==> src/rtl/wscs_engine.sv <==
// Weighted-sum checksum engine: walks a payload in the shared buffer RAM, then
// appends the checksum as a big-endian trailer or verifies the stored one.
module wscs_engine #(
  parameter int RAM_WIDTH     = 8,
  parameter int RAM_ADDR_BITS = 11,
  parameter int SUM_WIDTH     = 16,
  parameter int WEIGHT_STAGES = 4,
  parameter int LEN_BITS      = 16
) (
  input  logic                     clock,
  input  logic                     reset,
  input  logic                     start,
  input  logic                     mode,
  input  logic [RAM_ADDR_BITS-1:0] base_addr,
  input  logic [LEN_BITS-1:0]      payload_len,
  input  logic                     mem_ready,
  output logic [RAM_ADDR_BITS-1:0] address,
  output logic                     write_enable,
  output logic [RAM_WIDTH-1:0]     mem_input,
  input  logic [RAM_WIDTH-1:0]     mem_output,
  output logic                     busy,
  output logic                     work_complete,
  output logic                     check_ok,
  output logic [SUM_WIDTH-1:0]     sum_out
);

  localparam int TRAILER_WORDS = SUM_WIDTH / RAM_WIDTH;
  localparam int WI_BITS = (WEIGHT_STAGES > 1) ? $clog2(WEIGHT_STAGES) : 1;
  localparam int K_BITS  = (TRAILER_WORDS > 1) ? $clog2(TRAILER_WORDS) : 1;

  typedef enum logic [3:0] {
    IDLE, WAIT_MEM, RD_ADDR, RD_DATA, TR_SETUP, TR_WRITE, TR_ADDR, TR_DATA, DONE
  } state_t;

  state_t                   state, state_next;
  logic                     mode_q;
  logic [RAM_ADDR_BITS-1:0] base_q;
  logic [LEN_BITS-1:0]      len_q;
  logic [LEN_BITS-1:0]      count;
  logic [SUM_WIDTH-1:0]     acc;
  logic [WI_BITS-1:0]       widx;
  logic [K_BITS-1:0]        k;
  logic                     match;

  logic [RAM_ADDR_BITS-1:0] rd_addr;
  logic [RAM_ADDR_BITS-1:0] tr_addr;
  logic [SUM_WIDTH-1:0]     acc_shift;
  logic [RAM_WIDTH-1:0]     tr_word;
  logic                     word_match;
  logic                     last_word;
  logic                     last_tr;
  state_t                   tr_first;

  assign rd_addr    = base_q + RAM_ADDR_BITS'(count);
  assign tr_addr    = base_q + RAM_ADDR_BITS'(len_q) + RAM_ADDR_BITS'(k);
  // Trailer word 0 is the most significant slice of the checksum.
  assign acc_shift  = acc >> ((TRAILER_WORDS - 1 - int'(k)) * RAM_WIDTH);
  assign tr_word    = acc_shift[RAM_WIDTH-1:0];
  assign word_match = (mem_output == tr_word);
  assign last_word  = ((count + LEN_BITS'(1)) == len_q);
  assign last_tr    = (k == K_BITS'(TRAILER_WORDS - 1));
  assign tr_first   = mode_q ? TR_ADDR : TR_SETUP;

  always_comb begin
    state_next = state;
    case (state)
      IDLE:     if (start) state_next = WAIT_MEM;
      WAIT_MEM: if (mem_ready) state_next = (count == len_q) ? tr_first : RD_ADDR;
      RD_ADDR:  state_next = RD_DATA;
      RD_DATA: begin
        if (last_word)      state_next = tr_first;
        else if (mem_ready) state_next = RD_ADDR;
        else                state_next = WAIT_MEM;
      end
      TR_SETUP: if (mem_ready) state_next = TR_WRITE;
      TR_WRITE: state_next = last_tr ? DONE : TR_SETUP;
      TR_ADDR:  if (mem_ready) state_next = TR_DATA;
      TR_DATA:  state_next = last_tr ? DONE : TR_ADDR;
      DONE:     state_next = IDLE;
      default:  state_next = IDLE;
    endcase
  end

  always_comb begin
    address       = '0;
    write_enable  = 1'b0;
    mem_input     = '0;
    busy          = (state != IDLE) && (state != DONE);
    work_complete = (state == DONE);
    case (state)
      WAIT_MEM, RD_ADDR, RD_DATA: address = rd_addr;
      TR_SETUP: begin
        address   = tr_addr;
        mem_input = tr_word;
      end
      TR_WRITE: begin
        address      = tr_addr;
        mem_input    = tr_word;
        write_enable = 1'b1;
      end
      TR_ADDR, TR_DATA: address = tr_addr;
      default: ;
    endcase
  end

  always_ff @(posedge clock or posedge reset) begin
    if (reset) begin
      state    <= IDLE;
      mode_q   <= 1'b0;
      base_q   <= '0;
      len_q    <= '0;
      count    <= '0;
      acc      <= '0;
      widx     <= '0;
      k        <= '0;
      match    <= 1'b0;
      sum_out  <= '0;
      check_ok <= 1'b0;
    end else begin
      state <= state_next;
      case (state)
        IDLE: if (start) begin
          mode_q   <= mode;
          base_q   <= base_addr;
          len_q    <= payload_len;
          count    <= '0;
          acc      <= '0;
          widx     <= '0;
          k        <= '0;
          match    <= 1'b1;
          sum_out  <= '0;
          check_ok <= 1'b0;
        end
        RD_DATA: begin
          acc   <= acc + (SUM_WIDTH'(mem_output) << widx);
          widx  <= (widx == WI_BITS'(WEIGHT_STAGES - 1)) ? '0 : widx + WI_BITS'(1);
          count <= count + LEN_BITS'(1);
        end
        TR_WRITE: k <= k + K_BITS'(1);
        TR_DATA: begin
          if (!word_match) match <= 1'b0;
          k <= k + K_BITS'(1);
        end
        default: ;
      endcase
      // Results are captured on entry to DONE so the last trailer compare is included.
      if (state_next == DONE && state != DONE) begin
        sum_out  <= acc;
        check_ok <= mode_q & match & word_match;
      end
    end
  end

endmodule

==> config.mk <==
export PLATFORM = sky130hd
export DESIGN_NAME = wscs_engine
export DESIGN_NICKNAME = d
export VERILOG_FILES = /design/src/rtl/wscs_engine.sv
export SDC_FILE = /design/constraint.sdc
export NUM_CORES = 1
export LEC_CHECK = 0
export CORE_MARGIN = 4
export CORE_UTILIZATION = 50
export DETAILED_ROUTE_END_ITERATION = 7
export MAX_ROUTING_LAYER = met4
export PLACE_DENSITY = 0.75
export SYNTH_ARGS = -nofsm -noshare
export SYNTH_HDL_FRONTEND = slang
export SYNTH_SLANG_ARGS = --single-unit
==> constraint.sdc <==
create_clock -name clock -period 2.7 [get_ports clock]
set_clock_uncertainty 0.1 [all_clocks]
set_input_delay 0.54 -clock clock [delete_from_list [all_inputs] [get_ports clock]]
set_output_delay 0.54 -clock clock [all_outputs]
set_load 0.1 [all_outputs]
Yosys cells after proc, flatten, opt, wreduce, memory -nomap -nowiden
Index checks and enable logic that the tools add are counted.

word-level totals
  bits in registers = 85
  input port bits = 40
  output and inout bits = 39
  logic and storage cells = 86

cells by class
  add/subtract/negate cells = 8
  eq/ne operators = 16
  shifts and indexed selects = 2
  muxes and demuxes = 29
  bitwise gates (word level) = 2
  reduce and logical (&&, ||, !) cells = 18

operators by type and width
  operator                 number
  $pmux W16 S2             2
  $mux W16                 3
  $eq A16 B16 Y1           2
  $pmux W4 S8              1
  $shr A16 B32 Y8          1
  $mux W4                  6
  $add A11 B11 Y11         2
  $pmux W11 S2             1
  $add A16 B1 Y16 const B  1
  $add A16 B16 Y16         1
  $eq A4 B3 Y1 const B     4
  $shl A8 B2 Y16           1
  $add A11 B1 Y11          1
  $reduce_bool A2 Y1       5
  $eq A4 B2 Y1 const B     2
  $eq A4 B4 Y1 const B     2
  $eq A8 B8 Y1             1
  $mux W2                  4
  $mux W8                  1
  $reduce_and A2 Y1        4
  $mux W1                  6
  $mux W3                  2
  $eq A4 B1 Y1 const B     1
  $logic_not A4 Y1         1
  other kinds (15)         20

Longest topological paths before layout
  word-level depth = 8
  mapped depth = 12
  mapped depth without buffers = 11

Worst setup path after synthesis
Ideal clock, no wire load.

  path kind = flip-flop to output port
  start point = register count[0]
  end point = output port address[10]
  arrival = 3.653 ns
  data required time = 2.060 ns
  slack = -1.593 ns
  stages on the path, launching flop included = 10
  buffers on the path = 0
  cells stage by stage = dfrtp_1 ha_1 fa_1 a21o_1 a21oi_1 o21ai_1 o41a_1 a31oi_1 xnor2_1 o22ai_1

on the way
  word-level cells in the longest chain between the ends = 2

RTL lines
  item                    RTL line  source
  start, declared         39        logic [LEN_BITS-1:0] count;
  start signal, assigned  137       count <= count + LEN_BITS'(1);
  $add A11 B11 Y11        54        assign rd_addr = base_q + RAM_ADDR_BITS'(count);
  $pmux W11 S2            90        case (state)
  end, declared           17        output logic [RAM_ADDR_BITS-1:0] address,

No other way between the ends.

Worst setup path after layout
  start point = register base_q[0]
  end point = output port address[8]

on the way
  word-level cells in the longest chain between the ends = 3
  elaborated cells between the ends (all ways) = 4

RTL lines
  item                    RTL line  source
  start, declared         37        logic [RAM_ADDR_BITS-1:0] base_q;
  start signal, assigned  124       base_q <= base_addr;
  $add A11 B11 Y11        55        assign tr_addr = base_q + RAM_ADDR_BITS'(len_q) + RAM_ADDR_BITS'(k);
  $add A11 B1 Y11         55
  $pmux W11 S2 *          90

Mark *: on every way between the ends. The rest lies on a longest branch, timed or not.

==> impl_metrics.ini <==
[status]
status = complete, but fails checks
violations = setup timing

[timing]
finalCriticalPeriod_ns = 3.41
final_hold_viol_count = 0
slew_violations = 0
final.setup.tns_ns = -4.40
worst_pin_slew_ns = 1.28
relSlewSlack_pct = 14.6
fmax_mhz = 293
hold-worst-slack_ns = 0.400
finalWorstSetupSlack_ns = -0.715
setup_viol = 15
rsz0062_at_grt = yes
period_share_pct = 126

[logic_synthesis]
ys.flop_type = dfrtp_1
synth_edf_count = 0
ys_types = 60
yosysSeqAreaShare_pct = 37.1
synth_fp_nets = 719
synth_seq_cells = 85
synth_cells = 643
synth_area_um2 = 5730
synth_area_per_cell_um2 = 8.91
synth-async-reset-ratio_pct = 100
yosysWarningCount = 0

[power_and_ir_drop]
switching_share_pct = 48.5
clkPwrFrac_pct = 11.6
power_leakage_uw = 0.00372
power.internal_uw = 5350
vdd_drop_max_mv = 1.07
switchingPower_uw = 5050
finalPower_uw = 10400
p_seq_share_pct = 19.9
power_density_nw_per_um2 = 1260
p_comb_share_pct = 68.6

[worst_setup_path]
slowest_stage = dfrtp_2
r2r_start = widx[0]$_DFFE_PP0P_
r2r_cells = 12
endpoint_kind = output pin
reg2reg_slack_ns = -0.07
required_ns = 2.06
cp_cell_sequence = ha_4 -> fa_2 -> a21o_1 -> a21oi_2 -> o21ai_2 -> o41a_1 -> buf_6 -> xnor2_4 -> o22ai_4 -> buf_12
critPathLaunchType = register
criticalPathCategory = register to output pin
cp_max_fo = 3
r2r-end = acc[11]$_DFFE_PP0P_
arrival_ns = 2.77
critical-path-max-stage-delay_ns = 0.44

[finish]
drive_above_1_share_pct = 29.6
num_antenna_cells = 0
area_growth_pct = 43.5
final_cell_mix = 129 x nand2_1, 101 x buf_4, 81 x dfrtp_1
final_nets = 866
final_common_cell = nand2_1

[clock_network]
clkLatencyLatePin_ns = 0.35
numCtsBuffers = 9
cts_max_path_buffers = 2
cts_tree = done
clockRootBuffer = clkbuf_16
cts.clk_slew.worst_paths_ns = 0.07
ctsHtreeMaxLevel = 3
numClockSinks = 85

[detailed_routing]
first_pass_iters = 6
drcViolationCount = 0
ant_nets = 0
vias = 5469
routedWlPerCell_um = 18.4
wirelength_um = 17200
drtIter0Drc = 404
routed_via_density = 5.85

[grt]
use_met2_pct = 48.4
use_met1_pct = 31.6
met3_usage_pct = 5.58
top_usage_layer = met2
antenna_found_initial = 0
track_usage_pct = 27.6
grt_max_degree = 61
gr-total-overflow = 0
grt_pass1_vias = 5696
grt_pass1_wl_um = 28100

[floorplanning]
fp.coreArea_um2 = 11000
num_rows = 38
die_w_um = 115
dieArea_um2 = 13200
fp.dieH_um = 115
io_pins = 79
start_util_pct = 51.9

[place]
dpl_worst_slack_ns = -0.587
numPortBuffers = 78
gp_congestion = 0.959
hpwlAfterDp_um = 12300

[min_path]
min_delay_worst_endpoint = len_q[15]$_DFFE_PP0P_
hold_class = register to register
holdCritStartpoint = len_q[15]$_DFFE_PP0P_
hold_depth = 2

[run]
cap_violations = 0
==> sequential cells by signal (all words and copies together) (netlist names), 2 cells and up <==
signal,count
acc,16
sum_out,16
state,4
len_q,16
widx,2
base_q,11
count,16
==> power groups by stage <==
stage	Sequential, µW	Combinational (µW)	Clock (µW)
3_5_place_dp	2060	6390	0
5_1_grt	2110	7630	1280
4_1_cts	2060	6750	1220
2_1_floorplan	1940	4350	0
3_3_place_gp	2050	6210	0
6_report	2070	7130	1200
==> area by class of cell <==
class                           count  area, µm²
Timing Repair Buffer              169       1660
Inverter                           12       48.8
Clock inverter                      6       46.3
Multi-Input combinational cell    513       3920
Sequential cell                    85       2130
Fill cell                         791       2810
Tap cell                          140        175
Clock buffer                       10        239
==> metal layers <==
metal / routed length, µm / vias to the layer above
li1: - / 2591
met5: 0 / -
met3: 892 / 38
met2: 9090 / 167
met4: 446 / 0
met1: 6810 / 2673
==> worst max-delay path, delay by kind of cell (launching register included) <==
family                     cells  cell delay [ns]
DFF                            1             0.44
adders and majority gates      2             0.52
buffers and inverters          2             0.34
xor gates and xnor gates       1             0.12
AOI/OAI and AO/OA              5             0.98
==> worst max path at each step <==
| stage | start | end | cells past startpoint |
|---|---|---|---|
| 6_report | base_q[0]$_DFFE_PP0P_ | address[8] | 10 |
| 5_1_grt | base_q[0]$_DFFE_PP0P_ | address[8] | 10 |
| 4_1_cts | base_q[0]$_DFFE_PP0P_ | address[10] | 10 |
| 3_5_place_dp | mem_output[3] | acc[15]$_DFFE_PP0P_ | 12 |
| 3_3_place_gp | mem_output[0] | acc[10]$_DFFE_PP0P_ | 11 |
| 2_1_floorplan | count[0]$_DFFE_PP0P_ | address[10] | 9 |
==> repair_timing <==
action | CTS | global route
pin swaps | 28 | 26
gates cloned | 0 | 0
endpoints found under the setup margin | 18 | 19
hold buffers | 0 | 0
gates resized for setup | 35 | 37
buffers inserted | 12 | 4
==> per-stage QoR <==
step           utilization (%)  instances  cell area, µm²
2_1_floorplan                -        643            5960
3_3_place_gp              68.3        905            7530
3_5_place_dp              68.3        905            7530
4_1_cts                   72.9        932            8040
5_1_grt                   74.5        935            8220
6_report                  74.5        935            8220
==> logic make-up (layout without fill, tap and decap cells) <==
logic type	Yosys count	after routing	share of synthesized area, %
AO/OA/AOI/OAI	158	158	18.9
XOR/XNOR	57	57	8.71
adder cells (fa/ha/maj)	36	36	8.39
buffers and inverters	45	197	3.10
flip-flops	85	85	37.1
multiplexers	25	25	4.37
AND/OR/NAND/NOR	237	237	19.4
==> cell usage after synthesis, drive strengths merged, types with 7 or more instances <==
| cell type | n | share of area, % |
|---|---|---|
| nand3 | 18 | 1.6 |
| o22ai | 9 | 0.98 |
| ha | 32 | 7.0 |
| xor2 | 26 | 4.0 |
| o21ai | 45 | 3.9 |
| nor2 | 30 | 2.0 |
| nand4 | 8 | 0.98 |
| xnor2 | 31 | 4.7 |
| o31ai | 10 | 1.3 |
| nand2 | 130 | 8.5 |
| buf | 8 | 0.68 |
| a21o | 13 | 1.7 |
| a22o | 21 | 3.2 |
| inv | 12 | 0.79 |
| clkbuf | 25 | 1.6 |
| a21oi | 21 | 1.8 |
| and4 | 7 | 1.2 |
| a31oi | 7 | 0.76 |
| dfrtp | 85 | 37 |
| mux2i | 25 | 4.4 |
(Power assumes the default switching activity.)
